<file path="src/rtl/uart_cmd_master.sv">
// Host-side initiator for the housekeeping UART command protocol: turns register
// requests into "xxm" / "xxw" / "r" 8N1 strings and captures the one-byte read reply.
module uart_cmd_master #(
    parameter int BAUD_DIV     = 27,
    parameter int TIMEOUT_BITS = 200
) (
    input  logic       clk,
    input  logic       reset,
    // Handshake: a request transfers on a clk edge where req_valid & req_ready;
    // rsp_valid is a single-cycle pulse with no back-pressure.
    input  logic       req_valid,
    output logic       req_ready,
    input  logic       req_write,
    input  logic [7:0] req_addr,
    input  logic [7:0] req_wdata,
    output logic       rsp_valid,
    output logic [7:0] rsp_data,
    output logic       rsp_timeout,
    output logic       uart_tx,
    input  logic       uart_rx,
    output logic [1:0] dbg_state
);

    localparam logic [1:0] IDLE    = 2'd0;
    localparam logic [1:0] SEND    = 2'd1;
    localparam logic [1:0] WAIT_RX = 2'd2;
    localparam logic [1:0] DONE    = 2'd3;

    localparam int DIV_W = (BAUD_DIV > 1) ? $clog2(BAUD_DIV) : 1;
    localparam int TO_W  = $clog2(TIMEOUT_BITS + 1);

    logic [1:0]       state;
    logic [DIV_W-1:0] div_cnt;
    logic             tick;
    logic             lat_write;
    logic [7:0]       lat_addr;
    logic [7:0]       lat_wdata;
    logic [2:0]       slot;
    logic [2:0]       last_slot;
    logic [7:0]       cur_byte;
    logic             tx_active;
    logic [3:0]       tx_tick;
    logic [3:0]       tx_bit;
    logic             tx_reg;
    logic             cache_valid;
    logic [7:0]       cache_addr;
    logic             rx_s1, rx_s2, rx_prev;
    logic             rx_fall;
    logic             rx_busy;
    logic [3:0]       rx_tick;
    logic [3:0]       rx_bit;
    logic [7:0]       rx_shift;
    logic             rx_good;
    logic [3:0]       to_tick;
    logic [TO_W-1:0]  to_bits;
    logic             to_expire;

    assign tick      = (div_cnt == DIV_W'(BAUD_DIV - 1));
    assign last_slot = lat_write ? 3'd5 : 3'd3;
    assign rx_fall   = rx_prev & ~rx_s2;
    assign rx_good   = (state == WAIT_RX) && rx_busy && tick && (rx_bit == 4'd9)
                       && (rx_tick == 4'd15) && rx_s2;
    assign to_expire = (state == WAIT_RX) && tick && (to_tick == 4'd15)
                       && (to_bits == TO_W'(TIMEOUT_BITS - 1));

    assign req_ready = (state == IDLE);
    assign rsp_valid = (state == DONE);
    assign uart_tx   = tx_reg;
    assign dbg_state = state;

    // Slots 0..2 carry the address string, 3..5 the write string or the lone 'r'.
    always_comb begin
        cur_byte = 8'h00;
        case (slot)
            3'd0:    cur_byte = 8'h30 | {4'h0, lat_addr[7:4]};
            3'd1:    cur_byte = 8'h30 | {4'h0, lat_addr[3:0]};
            3'd2:    cur_byte = 8'h6D;
            3'd3:    cur_byte = lat_write ? (8'h30 | {4'h0, lat_wdata[7:4]}) : 8'h72;
            3'd4:    cur_byte = 8'h30 | {4'h0, lat_wdata[3:0]};
            3'd5:    cur_byte = 8'h77;
            default: cur_byte = 8'h00;
        endcase
    end

    function automatic logic frame_bit(input logic [7:0] b, input logic [3:0] idx);
        if (idx == 4'd0)
            return 1'b0;
        else if (idx <= 4'd8)
            return b[3'(idx - 4'd1)];
        else
            return 1'b1;
    endfunction

    always_ff @(posedge clk) begin
        if (reset) begin
            rx_s1   <= 1'b1;
            rx_s2   <= 1'b1;
            rx_prev <= 1'b1;
        end else begin
            rx_s1   <= uart_rx;
            rx_s2   <= rx_s1;
            rx_prev <= rx_s2;
        end
    end

    always_ff @(posedge clk) begin
        if (reset) begin
            state       <= IDLE;
            div_cnt     <= '0;
            lat_write   <= 1'b0;
            lat_addr    <= 8'h00;
            lat_wdata   <= 8'h00;
            slot        <= 3'd0;
            tx_active   <= 1'b0;
            tx_tick     <= 4'd0;
            tx_bit      <= 4'd0;
            tx_reg      <= 1'b1;
            cache_valid <= 1'b0;
            cache_addr  <= 8'h00;
            rx_busy     <= 1'b0;
            rx_tick     <= 4'd0;
            rx_bit      <= 4'd0;
            rx_shift    <= 8'h00;
            to_tick     <= 4'd0;
            to_bits     <= '0;
            rsp_data    <= 8'h00;
            rsp_timeout <= 1'b0;
        end else begin
            div_cnt <= tick ? '0 : div_cnt + 1'b1;
            case (state)
                IDLE: if (req_valid) begin
                    lat_write <= req_write;
                    lat_addr  <= req_addr;
                    lat_wdata <= req_wdata;
                    slot      <= (cache_valid && req_addr == cache_addr) ? 3'd3 : 3'd0;
                    tx_active <= 1'b0;
                    state     <= SEND;
                end
                SEND: if (tick) begin
                    if (!tx_active) begin
                        tx_active <= 1'b1;
                        tx_bit    <= 4'd0;
                        tx_tick   <= 4'd0;
                        tx_reg    <= 1'b0;
                    end else if (tx_tick != 4'd15) begin
                        tx_tick <= tx_tick + 4'd1;
                    end else begin
                        tx_tick <= 4'd0;
                        if (tx_bit != 4'd9) begin
                            tx_bit <= tx_bit + 4'd1;
                            tx_reg <= frame_bit(cur_byte, tx_bit + 4'd1);
                        end else begin
                            // End of a stop bit: the next byte's start bit follows with no gap.
                            if (slot == 3'd2) begin
                                cache_valid <= 1'b1;
                                cache_addr  <= lat_addr;
                            end
                            if (slot == last_slot) begin
                                tx_active <= 1'b0;
                                if (lat_write) begin
                                    state       <= DONE;
                                    rsp_data    <= 8'h00;
                                    rsp_timeout <= 1'b0;
                                end else begin
                                    state   <= WAIT_RX;
                                    rx_busy <= 1'b0;
                                    to_tick <= 4'd0;
                                    to_bits <= '0;
                                end
                            end else begin
                                slot   <= slot + 3'd1;
                                tx_bit <= 4'd0;
                                tx_reg <= 1'b0;
                            end
                        end
                    end
                end
                WAIT_RX: begin
                    if (tick) begin
                        if (to_tick == 4'd15) begin
                            to_tick <= 4'd0;
                            to_bits <= to_bits + 1'b1;
                        end else begin
                            to_tick <= to_tick + 4'd1;
                        end
                    end
                    if (rx_good) begin
                        state       <= DONE;
                        rsp_data    <= rx_shift;
                        rsp_timeout <= 1'b0;
                        rx_busy     <= 1'b0;
                    end else if (to_expire) begin
                        state       <= DONE;
                        rsp_data    <= 8'h00;
                        rsp_timeout <= 1'b1;
                        rx_busy     <= 1'b0;
                        cache_valid <= 1'b0;
                    end else if (!rx_busy) begin
                        if (rx_fall) begin
                            rx_busy <= 1'b1;
                            rx_tick <= 4'd0;
                            rx_bit  <= 4'd0;
                        end
                    end else if (tick) begin
                        // Bit 0 is the start bit, checked at mid-bit; 1..8 data; 9 stop.
                        if (rx_bit == 4'd0) begin
                            if (rx_tick == 4'd7) begin
                                rx_tick <= 4'd0;
                                if (rx_s2) rx_busy <= 1'b0;
                                else       rx_bit  <= 4'd1;
                            end else begin
                                rx_tick <= rx_tick + 4'd1;
                            end
                        end else if (rx_tick != 4'd15) begin
                            rx_tick <= rx_tick + 4'd1;
                        end else begin
                            rx_tick <= 4'd0;
                            if (rx_bit == 4'd9) begin
                                rx_busy <= 1'b0;
                            end else begin
                                rx_shift <= {rx_s2, rx_shift[7:1]};
                                rx_bit   <= rx_bit + 4'd1;
                            end
                        end
                    end
                end
                DONE: state <= IDLE;
                default: state <= IDLE;
            endcase
        end
    end

endmodule

</file>
<file path="config.mk">
export PLATFORM = sky130hd
export DESIGN_NAME = uart_cmd_master
export DESIGN_NICKNAME = d
export VERILOG_FILES = /design/src/rtl/uart_cmd_master.sv
export SDC_FILE = /design/constraint.sdc
export NUM_CORES = 1
export LEC_CHECK = 0
export CAP_MARGIN = 20
export CELL_PAD_IN_SITES_DETAIL_PLACEMENT = 0
export CELL_PAD_IN_SITES_GLOBAL_PLACEMENT = 1
export CORE_ASPECT_RATIO = 1.4
export CORE_MARGIN = 10
export CORE_UTILIZATION = 40
export DETAILED_ROUTE_END_ITERATION = 10
export PLACE_DENSITY = 0.8
export SLEW_MARGIN = 20
export SYNTH_ARGS = -nofsm -noshare
export SYNTH_HDL_FRONTEND = slang
export SYNTH_SLANG_ARGS = --single-unit
</file>
<file path="constraint.sdc">
create_clock -name clk -period 2 [get_ports clk]
set_input_delay 0.4 -clock clk [delete_from_list [all_inputs] [get_ports clk]]
set_output_delay 0.4 -clock clk [all_outputs]
set_load 0.05 [all_outputs]
</file>
# After elaboration in Yosys (flattened, before gate mapping)
# Cells that the tools add are included.
[word_totals]
register_bits = 87
elab_cells = 232
in_bits = 21
out_inout_bits = 14
[op_classes]
bitwise = 9
n_reduce_logical = 32
addsub = 9
n_lt_le_gt_ge = 2
n_mux = 116
eq_ne = 41
[op_table]
columns = ["op", "count"]
rows = [
  ["two-way mux 8 bit", 16],
  ["two-way mux 4 bit", 27],
  ["two-way mux 1 bit", 45],
  ["one-hot mux 7 bit (6 select lines)", 1],
  ["one-hot mux 8 bit (2 select lines)", 2],
  ["AND reduction 8 bit", 4],
  ["!= test 2 bit, second input constant", 15],
  ["two-way mux 3 bit", 7],
  ["AND reduction 7 bit", 3],
  ["adder 4 x 1 -> 4 bit, second input constant", 5],
  ["two-way mux 2 bit", 9],
  ["AND reduction 9 bit", 2],
  ["!= test 3 bit, second input constant", 5],
  ["== test 4 bit, second input constant", 3],
  ["!= test 4 bit, second input constant", 3],
  ["logical AND 1 bit", 9],
  ["adder 8 x 1 -> 8 bit, second input constant", 1],
  ["== test 8 bit", 1],
  ["== test 8 bit, second input constant", 1],
  ["zero test 4 bit", 2],
  ["NOT 1 bit", 8],
  ["one-hot mux 1 bit (2 select lines)", 4],
  ["one-hot mux 2 bit (4 select lines)", 1],
  ["one-hot mux 4 bit (2 select lines)", 1],
  ["other kinds (28)", 34],
]

# Longest topological paths before layout
# Gate-level depths: netlist (run 1).
[logic_depth]
depth_word = 9
mapped_depth = 10
depth_no_buf = 8

# Worst setup path after synthesis (run 1)
# No wires, ideal clock.
[synth_timing]
path_type = "register to register"
startpoint = "register state[0], in the netlist dbg_state[0]"
endpoint = "register to_bits[5]"
path_buffers = 1
path_slack_ps = -525
synth_period_minus_slack_ps = 2525
required_time_ps = 1861
arrival_time_ps = 2386
setup_time_ps = 139
path_stages_with_launch = 9
path_cell_list = "dfxtp_1 > ha_1 > buf_2 > inv_2 > or4_4 > a211oi_4 > nand4_1 > xor2_1 > nor2_1"
[synth_between]
elab_chain_len = 3
word_cells_on_any_way = 13
cone_classes = "eq/ne: 10; mux: 1; reduce/logical: 2"
[synth_rtl]
columns = ["element", "line", "rtl"]
rows = [
  ["from (decl)", "32", "logic [1:0] state;"],
  ["from (signal assigned)", "108", "state <= IDLE;"],
  ["from (signal assigned)", "137", "state <= SEND;"],
  ["from (signal assigned)", "161", "state <= DONE;"],
  ["== test 2 bit or == test 2 x 1 -> 1 bit (tied branches)", "130", "case (state)"],
  ["!= test 2 x 1 -> 1 bit (no line), or another cell as far along", "n/a", ""],
  ["AND reduction 9 bit (no line)", "n/a", ""],
  ["to (signal assigned)", "182", "to_bits <= to_bits + 1'b1;"],
  ["to (decl)", "55", "logic [TO_W-1:0] to_bits;"],
]
# Parallel ways exist; a longest one is shown, timed or not.
# A chain may end at the register's enable or synchronous reset.

# Final worst setup path (run 1)
[layout_timing]
startpoint = "register state[1], in the netlist dbg_state[1]"
endpoint = "register state[0], in the netlist dbg_state[0]"
[layout_between]
elab_chain_len = 8
word_cells_on_any_way = 22
cone_classes = "eq/ne: 10; mux: 2; reduce/logical: 10"
[layout_rtl]
columns = ["element", "line", "rtl"]
rows = [
  ["== test 2 bit", "61, 63, 130", ""],
  ["logical AND 1 bit (3 in series)", "61", "assign rx_good = (state == WAIT_RX) && rx_busy && tick && (rx_bit == 4'd9)"],
  ["logical AND 1 bit (2 in series)", "62", "&& (rx_tick == 4'd15) && rx_s2;"],
  ["!= test 3 bit (no line) or two-way mux 2 bit (tied branches)", "n/a", ""],
  ["AND reduction 7 bit (no line) or one-hot mux 2 bit (4 select lines) (tied branches)", "n/a", ""],
]
# Parallel ways exist; a longest one is shown, timed or not.

==> results of run 1 <==
## metrics by stage
step           instance area (µm²)  cells
2_1_floorplan                 4570    534
3_3_place_gp                  5560    759
3_5_place_dp                  5560    759
4_1_cts                       5990    784
5_1_grt                       6280    792
6_report                      6280    792
## timing repair
action	CTS	global route
buffers inserted	9	8
pin swaps	9	24
cloned	0	0
resized for setup	15	49
setup endpoints to repair	36	50
## layer usage
| layer | vias to the layer above | wire length [µm] | track usage, % |
|---|---|---|---|
| li1 | 2106 | - | - |
| met1 | 1950 | 4620 | 15.4 |
| met2 | 77 | 6470 | 28.2 |
| met3 | 16 | 453 | 3.28 |
| met4 | 0 | 217 | 5.74 |
| met5 | - | 0 | 0 |
## power by group
part / internal (mW) / switching (mW)
clock: 0.958 / 0.720
sequential: 1.86 / 0.0969
combinational: 1.06 / 1.24
total: 3.88 / 2.05
## cells by family (layout without fill, tap and decap cells)
| logic type | after synthesis | in the layout |
|---|---|---|
| and+or+nand+nor | 229 | 229 |
| AOI/OAI and AO/OA | 114 | 114 |
| DFF | 87 | 87 |
| buffers and inverters | 44 | 161 |
| adders and majority gates | 21 | 21 |
| muxes | 21 | 21 |
| xor gates and xnor gates | 18 | 18 |
## final cells by class
class                           instances  area, µm²
Fill cell                             946       4590
Multi-Input combinational cell        403       2860
Sequential cell                        87       1760
Timing Repair Buffer                  127       1100
Clock buffer                           11        264
Tap cell                              141        176
Inverter                               18       77.6
Clock inverter                          5       38.8
## how the worst max path moves through the flow
stage,start,to,cells after the start
after floorplan,dbg_state[1],to_bits[4],9
after global placement,tx_tick[0],to_tick[3],8
after detailed placement,tx_tick[0],to_tick[3],8
after CTS,slot[1],uart_tx,7
after global routing,dbg_state[1],dbg_state[0],8
final,dbg_state[1],dbg_state[0],8
## cells in the mapped netlist (2+ instances only)
master    number
a211oi_1       6
a21oi_1       46
a22o_1         8
a22oi_1        2
a31oi_1        6
and2_1         2
and3_1         6
and3b_1        2
buf_2          3
clkbuf_1      21
dfxtp_1       87
ha_1          21
inv_1         17
mux2i_1       21
nand2_1       73
nand2b_1       9
nand3_1       20
nand3b_1       2
nand4_1       10
nand4b_1       2
nor2_1        52
nor2b_1        9
nor3_1        14
nor3b_1        4
nor4_1         2
nor4b_1        4
o21a_1         3
o21ai_0       24
o31ai_1        3
or2_2          2
or3_1          2
or4_1          2
xnor2_1        3
xor2_1        15
## placed cells by master, fill, tap and decap left out, types with 15 or more instances in the layout
cell type        instances
nand2_1                 71
a21oi_1                 41
dfxtp_1                 78
mux2i_1                 21
o21ai_0                 18
xor2_1                  15
buf_4                   87
nand3_1                 18
nor2_1                  50
clkdlybuf4s50_1         29
## registers in the layout, summed over array words and instances, names as in the netlist, 5 cells and up
| signal | cells |
|---|---|
| cache_addr | 8 |
| div_cnt | 5 |
| lat_addr | 8 |
| lat_wdata | 8 |
| rsp_data | 8 |
| rx_shift | 8 |
| to_bits | 8 |
==> flow_summary_export.csv, run 1 <==
group,metric,value,unit
floorplan,rows,45,
place,gp_congestion,0.850,
sta,setup_viol,5,
sta,tightest_slew,502,ps
sta,timing.final.ws_setup,-24.4,ps
critical_path,path_buf_inv,1,
hold_path,worstHoldPathCells,2,
finish,layout-drive-gt1-share,28.1,%
sta,rsz0062_at_grt,"true",
critical_path,critPathTopFamily,"simple AND/OR/NAND/NOR gates",
sta,fin_crit_sh,101,%
floorplan,ioPinCount,35,
hold_path,min_to,"rx_tick[0]",
floorplan,start_util,41.1,%
synthesis,syn_area_per_cell,8.36,µm²
synthesis,synthSimpleGateAreaFrac,26.6,%
hold_path,hold_start,"reset",
sta,fin_tns_setup,-33.4,ps
cts,cts_tree,"yes",
synthesis,synth_ff_type,"dfxtp_1",
place,io_buffers,34,
synthesis,synthMuxAreaShare,4.71,%
sta,skew,6.32,ps
route,num_vias,4149,
critical_path,critPathKind,"reg -> reg",
critical_path,crit_path_start_kind,"flip-flop",
route,remaining_drc_errors,0,
floorplan,coreArea,10900,µm²
global_route,grt_overflow,0,
synthesis,synth_nets,576,
global_route,grt_max_degree,31,
synthesis,ys_seq_area_share,39.0,%
synthesis,syn_inst,534,
critical_path,reg2reg_to,"dbg_state[0]",
cts,clock-sinks,87,
sta,fmax,494,MHz
synthesis,yosysTopAreaCellShare,39.0,%
route,routed_wl,11800,µm
cts,cts_root_buffer,"clkbuf_16",
synthesis,synth_top_family_by_area,"simple AND/OR/NAND/NOR gates",
route,first_pass_iters,5,
cts,clkTransAtPathRegs,70,ps
sta,slew_headroom,66.5,%
synthesis,async_flop_share,0,%
power,ir_worst_vdd,0.468,mV
floorplan,dieArea,15900,µm²
synthesis,synth.cell_area,4470,µm²
critical_path,path_cells,"buf_6 -> ha_4 -> nand4_1 -> or4_4 -> nand2_4 -> and4_4 -> o21ai_2 -> a221oi_2",
sta,fin_crit,2020,ps
critical_path,worstRegToRegCells,8,
power,finalPower,5.93,mW
critical_path,r2r_start,"dbg_state[1]",
sta,hold_viol,0,
flow_run,cap_violations,0,
global_route,antenna_found_initial,0,
route,antenna_left,0,
synthesis,synth-edff-count,0,
cts,clock_path_buffers,2,
floorplan,die_h,145,µm
route,routedWlPerCell,14.8,µm
synthesis,synthAdderAreaFrac,5.88,%
finish,n_antenna_cell,0,
place,hpwl,8780,µm
cts,cts_made_buffers,9,
finish,area_growth,40.5,%
floorplan,die_x,109,µm
power,p_leak,2.47,nW
critical_path,rrSetupSlack,-20,ps
route,drt_iter0_markers,151,
outcome,violations,"negative setup slack",
synthesis,synth_xor_xnor_area_share,3.53,%
synthesis,synth_cell_types,65,
hold_path,hp-class,"in -> reg",
critical_path,crit_slowest_cell,"or4_4",
outcome,status,"finished, violations left",
synthesis,yosys-top-cells-area,"dfxtp_1 39%, nand2_1 6.1%, ha_1 5.9%",
critical_path,cp_data_required_time,2250,ps
finish,nNetsFinal,688,
cts,cts_hold_buffers,0,
synthesis,yosysTopAreaCell,"dfxtp_1",
place,pre_cts_slack,-105,ps
cts,insertion_delay,340,ps
synthesis,synth-compound-area-share,16.3,%
cts,cts_max_level,3,
critical_path,cp_slowest_stage_delay,550,ps
global_route,track_usage,15.0,%
power,power_density,945,nW/µm²
synthesis,ys.warnings.count,0,
synthesis,ys_seq_elements,87,
critical_path,cp.arrival,2280,ps
critical_path,end_kind,"flip-flop",
route,routed_via_density,5.24,
critical_path,worstPathMaxFanout,5,
sta,holdWs,408,ps
sta,maxSlewViolCount,0,
global_route,grt_pass1_wl,19600,µm
finish,utilization,57.8,%
global_route,grt_pass1_vias,4114,
No activity file was read; power rests on OpenSTA's default activity.
==> run 2, diff against run 1 <==
--- a/config.mk
+++ b/config.mk
@@ -13,7 +13,9 @@
 export CORE_UTILIZATION = 40
 export DETAILED_ROUTE_END_ITERATION = 10
 export PLACE_DENSITY = 0.8
+export RECOVER_POWER = 50
 export SLEW_MARGIN = 20
 export SYNTH_ARGS = -nofsm -noshare
 export SYNTH_HDL_FRONTEND = slang
 export SYNTH_SLANG_ARGS = --single-unit
+export TNS_END_PERCENT = 100
==> flow_summary_export.csv, run 2 (synthesis results as in run 1) <==
group,metric,value,unit
cts,cts_max_level,3,
sta,setup_viol,8,
floorplan,dieArea,15900,µm²
critical_path,cp_data_required_time,2250,ps
cts,clock-sinks,87,
global_route,antenna_found_initial,0,
sta,skew,7.68,ps
sta,rsz0062_at_grt,"true",
route,remaining_drc_errors,0,
finish,area_growth,40.3,%
critical_path,critPathTopFamily,"simple AND/OR/NAND/NOR gates",
finish,layout-drive-gt1-share,27.5,%
hold_path,hp-class,"reg -> reg",
power,p_leak,2.46,nW
power,switchingPower,2.05,mW
floorplan,rows,45,
critical_path,path_buf_inv,1,
finish,nFillCells,952,
critical_path,critPathKind,"reg -> reg",
cts,cts_root_buffer,"clkbuf_16",
global_route,track_usage,15.0,%
critical_path,cp_slowest_stage_delay,550,ps
cts,clock_path_buffers,2,
place,hpwl,8780,µm
cts,cts_tree,"yes",
sta,tightest_slew,635,ps
critical_path,crit_slowest_cell,"or4_4",
cts,clkTransAtPathRegs,70,ps
finish,most-common-layout-cells,"85 x buf_4, 79 x dfxtp_1, 71 x nand2_1, 50 x nor2_1, 41 x a21oi_1",
floorplan,die_x,109,µm
critical_path,path_cells,"buf_6 -> ha_4 -> nand4_1 -> or4_4 -> nand2_4 -> and4_4 -> o21ai_2 -> a221oi_2",
place,dp.cells,759,
power,seq_power_share,33.1,%
sta,fin_crit_sh,101,%
sta,timing.final.ws_setup,-27.0,ps
floorplan,ioPinCount,35,
finish,n_antenna_cell,0,
sta,fmax,493,MHz
outcome,violations,"negative setup slack",
critical_path,cp.arrival,2280,ps
power,p_int,3.87,mW
cts,cts_made_buffers,9,
outcome,status,"finished, violations left",
place,io_buffers,34,
route,antenna_left,0,
power,clock_power_share,28.3,%
critical_path,worstPathMaxFanout,5,
global_route,grt_pass1_wl,19600,µm
place,gp_congestion,0.850,
global_route,grt_pass1_vias,4114,
power,ir_worst_vdd,0.465,mV
sta,fin_crit,2030,ps
route,num_vias,4155,
floorplan,start_util,41.1,%
critical_path,crit_path_start_kind,"flip-flop",
sta,hold_viol,0,
cts,insertion_delay,340,ps
power,power_density,945,nW/µm²
route,first_pass_iters,6,
finish,fin_cells,792,
sta,slew_headroom,57.7,%
power,sw_frac_of_total,34.6,%
power,p_comb_share,38.6,%
route,routedWlPerCell,14.8,µm
route,routed_via_density,5.25,
sta,maxSlewViolCount,0,
floorplan,coreArea,10900,µm²
cts,cts_hold_buffers,0,
route,drt_iter0_markers,148,
finish,final_common_cell,"buf_4",
route,routed_wl,11700,µm
global_route,grt_overflow,0,
floorplan,die_h,145,µm
finish,nNetsFinal,688,
flow_run,cap_violations,0,
critical_path,end_kind,"flip-flop",
power,finalPower,5.92,mW
global_route,grt_max_degree,31,
## run 2: changes by cell type in the layout (fill, tap and decap cells not counted), sizes merged
cell    change
buf         -3
clkbuf      +3
## run 2: final cells by class
| cell class | instances | area, µm² | share of cell area, % |
|---|---|---|---|
| Tap cell | 141 | 176 | 2.82 |
| Inverter | 18 | 77.6 | 1.24 |
| Timing Repair Buffer | 127 | 1090 | 17.4 |
| Clock inverter | 5 | 38.8 | 0.619 |
| Multi-Input combinational cell | 403 | 2860 | 45.7 |
| Clock buffer | 11 | 264 | 4.21 |
| Sequential cell | 87 | 1760 | 28.0 |
## run 2: worst register-to-register path: stages, from the launching register on
cell,delay (ps)
dfxtp_4,370
buf_6,100
ha_4,150
nand4_1,100
or4_4,550
nand2_4,120
and4_4,240
o21ai_2,70
a221oi_2,230
## run 2: worst paths after layout
check | start | end | slack, ps | cells after the start
setup / recovery | dbg_state[1] | dbg_state[0] | -30 | 8
hold / removal | rx_s1 | rx_s2 | 420 | 1
setup reg to reg | dbg_state[1] | dbg_state[0] | -30 | 8
hold reg to reg | rx_s1 | rx_s2 | 420 | 1
## run 2: repair_timing
| item | CTS | global route |
|---|---|---|
| setup buffers | 9 | 8 |
| pin swaps | 9 | 24 |
| setup endpoints to repair | 36 | 50 |
| resized for setup | 15 | 49 |
## run 2: power groups by stage
stage	Combinational, mW	Clock [mW]	Sequential [mW]
after global routing	2.48	1.80	1.97
after CTS	2.05	1.71	1.96
final	2.29	1.68	1.96
after detailed placement	1.91	0	2.00
after floorplan	1.08	0	2.07
after global placement	1.88	0	2.00
## run 2: through the flow
step	utilization [%]	setup TNS [ps]	cell area, µm²	worst slack [ps]	hold slack [ps]
2_1_floorplan	-	-741	4570	-62.1	389
3_3_place_gp	51.2	-408	5560	-37.6	402
3_5_place_dp	51.2	-1240	5560	-105	397
4_1_cts	55.1	-31.9	5990	-16.4	389
5_1_grt	57.7	-2100	6270	-105	430
6_report	57.7	-64.9	6270	-27.0	415
## run 2: layer usage
| metal | vias up | GRT usage [%] | part of all wire (%) |
|---|---|---|---|
| li1 | 2107 | - | - |
| met1 | 1961 | 15.4 | 39 |
| met2 | 73 | 28.2 | 55 |
| met3 | 14 | 3.28 | 3.8 |
| met4 | 0 | 5.74 | 1.7 |
| met5 | - | 0 | 0 |
